==> src/rtl/mem_access_ctrl.sv <==
// ---------------------------------------------------------------------------
// mem_access_ctrl
//
// MEM-stage data-memory access sequencer. Sits between the EX/MEM pipeline
// register and the data memory. Each valid load/store held in EX/MEM becomes
// exactly one req/ack transaction. The pipeline is stalled while the access
// is outstanding. Load data is lane-selected and sign/zero-extended.
//
// Ports
//   i_clock / i_reset       rising-edge clock, async active-low reset
//   i_valid                 EX/MEM holds a valid instruction
//   i_mem[2:0]              [0] read, [1] write (write wins), [2] unused
//   i_sizemem               00 byte, 01 half, 1x word
//   i_signedmem             sign-extend loads when 1
//   i_addr, i_wdata         byte address and raw store data
//   o_mem_req/we/addr/be/wdata, i_mem_ack, i_mem_rdata
//                           memory handshake (word-aligned address)
//   o_stall                 hold the upstream pipeline this cycle
//   o_rdata, o_rdata_valid  extended load result and its 1-cycle strobe
//   o_misaligned            1-cycle pulse, access rejected
//   o_timeout               1-cycle pulse, access aborted without ack
//
// DATA_WIDTH is fixed at 32 (four byte lanes).
// ---------------------------------------------------------------------------
module mem_access_ctrl #(
  parameter int DATA_WIDTH = 32,
  parameter int ADDR_WIDTH = 32,
  parameter int TIMEOUT    = 16
) (
  input  logic                  i_clock,
  input  logic                  i_reset,
  input  logic                  i_valid,
  input  logic [2:0]            i_mem,
  input  logic [1:0]            i_sizemem,
  input  logic                  i_signedmem,
  input  logic [ADDR_WIDTH-1:0] i_addr,
  input  logic [DATA_WIDTH-1:0] i_wdata,
  output logic                  o_mem_req,
  output logic                  o_mem_we,
  output logic [ADDR_WIDTH-1:0] o_mem_addr,
  output logic [3:0]            o_mem_be,
  output logic [DATA_WIDTH-1:0] o_mem_wdata,
  input  logic                  i_mem_ack,
  input  logic [DATA_WIDTH-1:0] i_mem_rdata,
  output logic                  o_stall,
  output logic [DATA_WIDTH-1:0] o_rdata,
  output logic                  o_rdata_valid,
  output logic                  o_misaligned,
  output logic                  o_timeout
);

  localparam int CW = $clog2(TIMEOUT) + 1;

  typedef enum logic [1:0] {IDLE, ACCESS, DONE} state_t;

  state_t                state_q, state_d;
  logic [CW-1:0]         cnt_q, cnt_d;
  logic [ADDR_WIDTH-1:0] addr_q;
  logic [DATA_WIDTH-1:0] wdata_q;
  logic [DATA_WIDTH-1:0] rdata_q;
  logic [3:0]            be_q;
  logic [1:0]            size_q;
  logic                  signed_q;
  logic                  we_q;

  logic                  reqOp;
  logic                  aligned;
  logic                  start;
  logic [3:0]            beNew;
  logic [DATA_WIDTH-1:0] wdataNew;
  logic [7:0]            laneByte;
  logic [15:0]           laneHalf;
  logic [DATA_WIDTH-1:0] loadData;
  logic                  unused_mem2;

  assign unused_mem2 = i_mem[2];

  // Decode is gated by reset so the stall request is low while reset is
  // held, even if EX/MEM still presents a valid access.
  assign reqOp = i_reset & i_valid & (i_mem[0] | i_mem[1]);

  always_comb begin
    aligned = 1'b1;
    case (i_sizemem)
      2'b00:   aligned = 1'b1;
      2'b01:   aligned = ~i_addr[0];
      default: aligned = (i_addr[1:0] == 2'b00);
    endcase
  end

  assign start = (state_q == IDLE) & reqOp & aligned;

  // Byte enables and lane-replicated store data for the incoming access.
  always_comb begin
    beNew    = 4'b1111;
    wdataNew = i_wdata;
    case (i_sizemem)
      2'b00: begin
        beNew    = 4'b0001 << i_addr[1:0];
        wdataNew = {4{i_wdata[7:0]}};
      end
      2'b01: begin
        beNew    = i_addr[1] ? 4'b1100 : 4'b0011;
        wdataNew = {2{i_wdata[15:0]}};
      end
      default: begin
        beNew    = 4'b1111;
        wdataNew = i_wdata;
      end
    endcase
  end

  // Lane select and extension of the raw read word using the latched access.
  always_comb begin
    laneByte = i_mem_rdata[7:0];
    case (addr_q[1:0])
      2'b00:   laneByte = i_mem_rdata[7:0];
      2'b01:   laneByte = i_mem_rdata[15:8];
      2'b10:   laneByte = i_mem_rdata[23:16];
      default: laneByte = i_mem_rdata[31:24];
    endcase
    laneHalf = addr_q[1] ? i_mem_rdata[31:16] : i_mem_rdata[15:0];
    case (size_q)
      2'b00:   loadData = {{24{signed_q & laneByte[7]}}, laneByte};
      2'b01:   loadData = {{16{signed_q & laneHalf[15]}}, laneHalf};
      default: loadData = i_mem_rdata;
    endcase
  end

  // Next-state and handshake outputs. The stall is raised combinationally in
  // the IDLE cycle that starts an access so the pipeline freezes at once.
  always_comb begin
    state_d       = state_q;
    cnt_d         = cnt_q;
    o_mem_req     = 1'b0;
    o_stall       = 1'b0;
    o_rdata_valid = 1'b0;
    o_misaligned  = 1'b0;
    o_timeout     = 1'b0;
    case (state_q)
      IDLE: begin
        cnt_d = '0;
        if (start) begin
          o_stall = 1'b1;
          state_d = ACCESS;
        end else if (reqOp) begin
          o_misaligned = 1'b1;
        end
      end
      ACCESS: begin
        o_mem_req = 1'b1;
        o_stall   = 1'b1;
        cnt_d     = cnt_q + 1'b1;
        if (i_mem_ack) begin
          state_d = DONE;
          cnt_d   = '0;
        end else if (cnt_q == CW'(TIMEOUT - 1)) begin
          o_timeout = 1'b1;
          state_d   = DONE;
          cnt_d     = '0;
        end
      end
      DONE: begin
        o_rdata_valid = ~we_q;
        cnt_d         = '0;
        state_d       = IDLE;
      end
      default: begin
        state_d = IDLE;
        cnt_d   = '0;
      end
    endcase
  end

  always_ff @(posedge i_clock or negedge i_reset) begin
    if (!i_reset) begin
      state_q <= IDLE;
      cnt_q   <= '0;
    end else begin
      state_q <= state_d;
      cnt_q   <= cnt_d;
    end
  end

  // Access latch and load result register. A timed-out load returns zero.
  always_ff @(posedge i_clock or negedge i_reset) begin
    if (!i_reset) begin
      addr_q   <= '0;
      wdata_q  <= '0;
      be_q     <= '0;
      size_q   <= '0;
      signed_q <= 1'b0;
      we_q     <= 1'b0;
      rdata_q  <= '0;
    end else begin
      if (start) begin
        addr_q   <= i_addr;
        wdata_q  <= wdataNew;
        be_q     <= beNew;
        size_q   <= i_sizemem;
        signed_q <= i_signedmem;
        we_q     <= i_mem[1];
      end
      if (state_q == ACCESS && !we_q) begin
        if (i_mem_ack) begin
          rdata_q <= loadData;
        end else if (o_timeout) begin
          rdata_q <= '0;
        end
      end
    end
  end

  assign o_mem_we    = we_q;
  assign o_mem_addr  = {addr_q[ADDR_WIDTH-1:2], 2'b00};
  assign o_mem_be    = be_q;
  assign o_mem_wdata = wdata_q;
  assign o_rdata     = rdata_q;

endmodule
==> config.mk <==
export PLATFORM = sky130hd
export DESIGN_NAME = mem_access_ctrl
export DESIGN_NICKNAME = d
export VERILOG_FILES = /design/src/rtl/mem_access_ctrl.sv
export SDC_FILE = /design/constraint.sdc
export NUM_CORES = 1
export LEC_CHECK = 0
export CAP_MARGIN = 20
export CELL_PAD_IN_SITES_DETAIL_PLACEMENT = 1
export CELL_PAD_IN_SITES_GLOBAL_PLACEMENT = 1
export CORE_UTILIZATION = 25
export CTS_CLUSTER_SIZE = 20
export DETAILED_ROUTE_END_ITERATION = 7
export PLACE_DENSITY = 0.75
export SYNTH_ARGS = -nofsm -noshare
export SYNTH_HDL_FRONTEND = slang
export SYNTH_SLANG_ARGS = --single-unit
==> constraint.sdc <==
create_clock -name i_clock -period 5 [get_ports i_clock]
set_input_delay 1.25 -clock i_clock [delete_from_list [all_inputs] [get_ports i_clock]]
set_output_delay 1.25 -clock i_clock [all_outputs]
set_load 0.02 [all_outputs]
Yosys cells after proc, flatten, opt, wreduce, memory -nomap -nowiden --
Cells that the tools add are included. W data, S select, Z words.
Cells by class: add/subtract/negate cells 1, eq/ne operators 9, shift operators 1, multiplexer cells 26, bitwise logic cells 9, reductions and logical operators 10
Operators with widths (number):
- $pmux W32 S2 | 2
- $mux W32 | 2
- $pmux W8 S3 | 1
- $mux W16 | 1
- $mux W5 | 3
- $logic_not A2 Y1 | 5
- $mux W1 | 9
- $eq A2 B1 Y1 const B | 4
- $pmux W4 S2 | 1
- $and A1 B1 Y1 | 6
- $mux W2 | 3
- $add A5 B1 Y5 const B | 1
- $eq A5 B4 Y1 const B | 1
- $eq A2 B2 Y1 const B | 2
- $mux W4 | 1
- $pmux W1 S2 | 2
- $pmux W2 S2 | 1
- $reduce_and A2 Y1 | 2
- $shl A1 B2 Y4 const A | 1
- $ne A3 B3 Y1 const B | 1
- $ne A2 B2 Y1 const B | 1
- $not A1 Y1 | 2
- $reduce_bool A2 Y1 | 1
- $logic_and A1 B1 Y1 | 1
- other kinds (2) | 2
Word-level totals: register bits after elaboration 111, input bits 106, output and inout bits 106, logic and storage cells 65

Depth between registers and ports, before layout --
Gate-level depths: netlist of run 1.
depth after elaboration 6, depth in mapped cells 7, mapped depth without buffers 5

Worst setup path before layout of run 1 --
No wires, ideal clock.
kind input to output, start input port i_addr[0], end output port o_stall, arrival 2.240 ns, data required time 3.750 ns, path slack 1.510 ns, cell stages on the path 6, path buffers 3, cell sequence buf_2 > nor2_1 > o221ai_2 > buf_2 > buf_2 > nand2_1
On the way: longest elaborated chain between the ends 5, elaborated cells between the ends (all ways) 6, classes of those cells 3 x mux; 2 x bitwise; 1 x reduce/logical
RTL lines:
- start: declaration | RTL line 36 | input logic [ADDR_WIDTH-1:0] i_addr,
- $logic_not A2 Y1 / $not A1 Y1 (equally long branches) | RTL line 87, 86
- $pmux W1 S2 * | RTL line 84 | case (i_sizemem)
- $and A1 B1 Y1 * | RTL line 91 | assign start = (state_q == IDLE) & reqOp & aligned;
- $mux W1 * | RTL line 143 | if (start) begin
- $pmux W1 S2 * | RTL line 140 | case (state_q)
- end: declaration | RTL line 45 | output logic o_stall,
Every way passes the cells marked *; elsewhere a longest branch is shown, timed or not.

Worst setup path after layout of run 1 --
start input port i_valid, end output port o_misaligned
On the way: longest elaborated chain between the ends 6, elaborated cells between the ends (all ways) 7, classes of those cells 3 x mux; 4 x bitwise
RTL lines:
- start: declaration | RTL line 32 | input logic i_valid,
- $and A1 B1 Y1 * (2 in series) | RTL line 80 | assign reqOp = i_reset & i_valid & (i_mem[0] | i_mem[1]);
- $and A1 B1 Y1 (2 in series) | RTL line 91
- $mux W1 * | RTL line 143
- $mux W1 * | RTL line 140
- end: declaration | RTL line 48 | output logic o_misaligned,
Marked as above.

==> results of run 1 <==
==> through the flow <==
step | area (um2) | total power, mW | worst slack [ns] | hold slack [ns]
after floorplan | 5360 | 2.16 | 1.51 | 0.433
after global placement | 7480 | 2.82 | 0.543 | 0.454
after detailed placement | 7490 | 2.86 | 0.537 | 0.466
after CTS | 7820 | 3.70 | 0.513 | 0.477
after global routing | 7820 | 3.86 | 0.402 | 0.510
final | 7820 | 3.63 | 0.543 | 0.476
==> layout by cell type (no fill, tap or decap), drive strengths merged, types with 2 or more instances in the layout <==
cell and n:
a21oi 21, a22o 6, a22oi 17, a32o 8, and2 2, and4bb 2, buf 10, bufinv 2
clkbuf 10, clkdlybuf4s50 207, clkinvlp 2, conb 2, dfrtp 111, inv 7, mux2 54, mux2i 32
nand2 56, nand2b 12, nand3 3, nor2 19, nor3 2, nor3b 4, nor4 2, o21ai 45
o22ai 2
==> path summary, 6_finish.rpt <==
path / from / end / slack, ns / cells past startpoint
worst max register to register: state_q[0] / addr_q[29] / 2.63 / 5
max in group asynchronous: i_reset / addr_q[22] / 2.58 / 3
min in group asynchronous: i_reset / o_rdata[10] / 1.09 / 2
worst max-delay path: i_valid / o_misaligned / 0.54 / 5
worst min register to register: cnt_q[0] / cnt_q[0] / 0.48 / 1
worst min-delay path: cnt_q[0] / cnt_q[0] / 0.48 / 1
==> flip-flops by register name (all words and copies together) (netlist names) <==
name,flops
cnt_q,5
o_mem_we,1
addr_q,32
size_q,2
state_q,2
o_mem_be,4
o_rdata,32
signed_q,1
o_mem_wdata,32
==> layout make-up <==
cell class,instances,area [um2]
sequential,111,2780
clock buffer,10,239
timing repair buffer,217,2150
inverter,6,22.5
fill,2271,13200
tap,275,344
clock inverter,6,92.6
multi-input combinational,306,2200
==> cell families after synthesis <==
kind of cell / Yosys count
AOI/OAI and AO/OA: 106
xor gates and xnor gates: 2
adders and majority gates: 1
buffers and inverters: 67
DFF: 111
muxes: 86
other: 1
and+or+nand+nor: 109
==> routing by layer <==
layer	track usage	wire length [um]	vias up
met1	0.198	7260	2140
met5	0	0	-
met3	0.0396	1000	10
met2	0.254	7820	126
li1	-	-	2013
met4	0.0418	145	0
==> where the power goes <==
| group | internal (mW) | total, mW | switching [mW] |
|---|---|---|---|
| Sequential | 1.17 | 1.35 | 0.186 |
| Clock | 0.456 | 0.810 | 0.353 |
| Combinational | 0.759 | 1.47 | 0.714 |
| Total | 2.38 | 3.63 | 1.25 |
==> parameters.txt, run 1 <==
Parameter                              Value

Timing
  Peak clock frequency supported by timing    224 MHz
  Final total negative setup slack    0 ns
  Period utilisation layout    0.891
  Relative max-transition margin    0.426
  Min cycle time layout    4.46 ns
  Final setup violating endpoints    0
  Worst Max-Slew Pin Slew    0.861 ns
  Final Hold Fails    0
  Count of pins over their slew limit    0
  RSZ-0062 raised after global routing    no
  Worst Clk Skew    0.00988 ns

Cells and area
  Nets@finish    758
  Layout cell share with drive strength beyond 1    0.130
  Final cell count without fillers    931
  Final core utilization    0.372
  Diode insertion count for antenna repair    0
  Layout overhead on the synthesized area    46.0%

Synth
  Simple logic cell fraction of the synthesized area    0.0969
  Count of warnings emitted by yosys    0
  Cell count after synthesis    483
  Synth top cells by count    111 x dfrtp_1, 56 x nand2_1, 52 x mux2_2, 44 x o21ai_0, 35 x buf_4
  Mux cell area share after synthesis    0.175
  Share of synthesized flip-flops with an asynchronous set or reset    1.00
  Xor/xnor share of the synthesized area    0.00327
  Seq/Total Area, Yosys    0.518
  Biggest area contributors in the synthesized netlist    dfrtp_1 52%, mux2_2 11%, mux2i_1 6.0%
  Cell accounting for the most synthesized area    dfrtp_1
  Combinational family with the most area after synthesis    multiplexers
  Post-Synthesis Mean Instance Area    11.1 um2
  Fraction of post-synthesis cell area in the top cell type by area    0.518
  Post-synth EDFFs    0
  Number of different library cells in the post-synthesis netlist    47
  Number of synthesized register bits    111
  Cell area after synthesis    0.00536 mm2
  Post-synthesis compound-gate area fraction    0.128
  Post-Synth Adder-Cell Area    0.00233
  Library cell with the highest instance count after synthesis    dfrtp_1
  Dominant synthesized flop cell    dfrtp_1

Run status
  Outcome    completed

Setup path
  Maximum fanout along the worst path    6
  Critical Setup Path Class    input pin to primary output
  Number of buffers and inverters on the critical path    2
  Setup crit end kind    primary output
  Crit path max-delay family    buffers and inverters
  Critical Path AT    3.21 ns
  Slowest CP cell    clkdlybuf4s50_1
  Largest incremental delay on the critical path    0.64 ns
  Critical path cell sequence    clkdlybuf4s50_1 > and4bb_2 > o21ai_0 > nor3_1 > clkdlybuf4s50_1
  Critical Path Most Common Cell    clkdlybuf4s50_1
  Required @ worst endpoint    3.75 ns
  Worst setup SP type    input pin

Global routing
  Antenna violations before repair    0
  Total gr overflow    0
  Overall routing resource usage    0.154
  Pin count of the biggest net entering global routing    80
  Wire length of the first global-routing pass    26.1 mm
  Via count of the first global-routing pass    4,618

Floorplan
  Floorplan core area    0.0210 mm2
  Die ar.    0.0220 mm2
  Number of placement rows    53
  X dimension of the die    148 um
  Starting Density    0.255
  Overall die height    148 um
  Number of top-level pins    212

Placed design
  Placed Cells    915
  Hpwl dp    11.8 mm
  Total of buffers placed on input and output ports    208
  Final estimated routing congestion in global placement    0.750

Drt
  Wire length reported by the detailed router    16.2 mm
  Per-cell routed wire length    17.4 um
  Post-detailed-route count of antenna-violating nets    0
  Vias per std cell    4.61
  First-iteration detailed-routing DRC count    144
  Length of the first detailed-routing pass in iterations    4
  Via count    4,289
  DRC viols    0

Pwr
  Static leakage power    3.37 nW
  Worst supply voltage drop on vdd    156 uV
  Power density normalized to cell area    465 mW/mm2

Clocking
  Htree depth    3
  TritonCTS Sinks    111
  Number of gates resized after cts    0
  Clock-pin slew of the registers on the worst-case setup and hold paths    0.08 ns
  TritonCTS buffer count    9
  Deepest clock path buffer count    2
  Clock latency of the later-clocked register in the worst-skew pair    0.35 ns
  Post-CTS setup buffers    0
  TritonCTS clock tree    yes
  Root buffer cell    clkbuf_16
  Cts-stage hold buffer count    0

Min path
  Min-Delay Path Class    flip-flop to flip-flop

Job
  Max-cap violations    0
Note: power is estimated with default switching activity, not from simulation.
==> run 2: changes to the inputs <==
--- a/config.mk
+++ b/config.mk
@@ -11,6 +11,7 @@
 export CORE_UTILIZATION = 25
 export CTS_CLUSTER_SIZE = 20
 export DETAILED_ROUTE_END_ITERATION = 7
+export GPL_TIMING_DRIVEN = 1
 export PLACE_DENSITY = 0.75
 export SYNTH_ARGS = -nofsm -noshare
 export SYNTH_HDL_FRONTEND = slang
==> results of run 2 <==
Same layout as run 1: the final DEF is identical, and so are final timing and power.
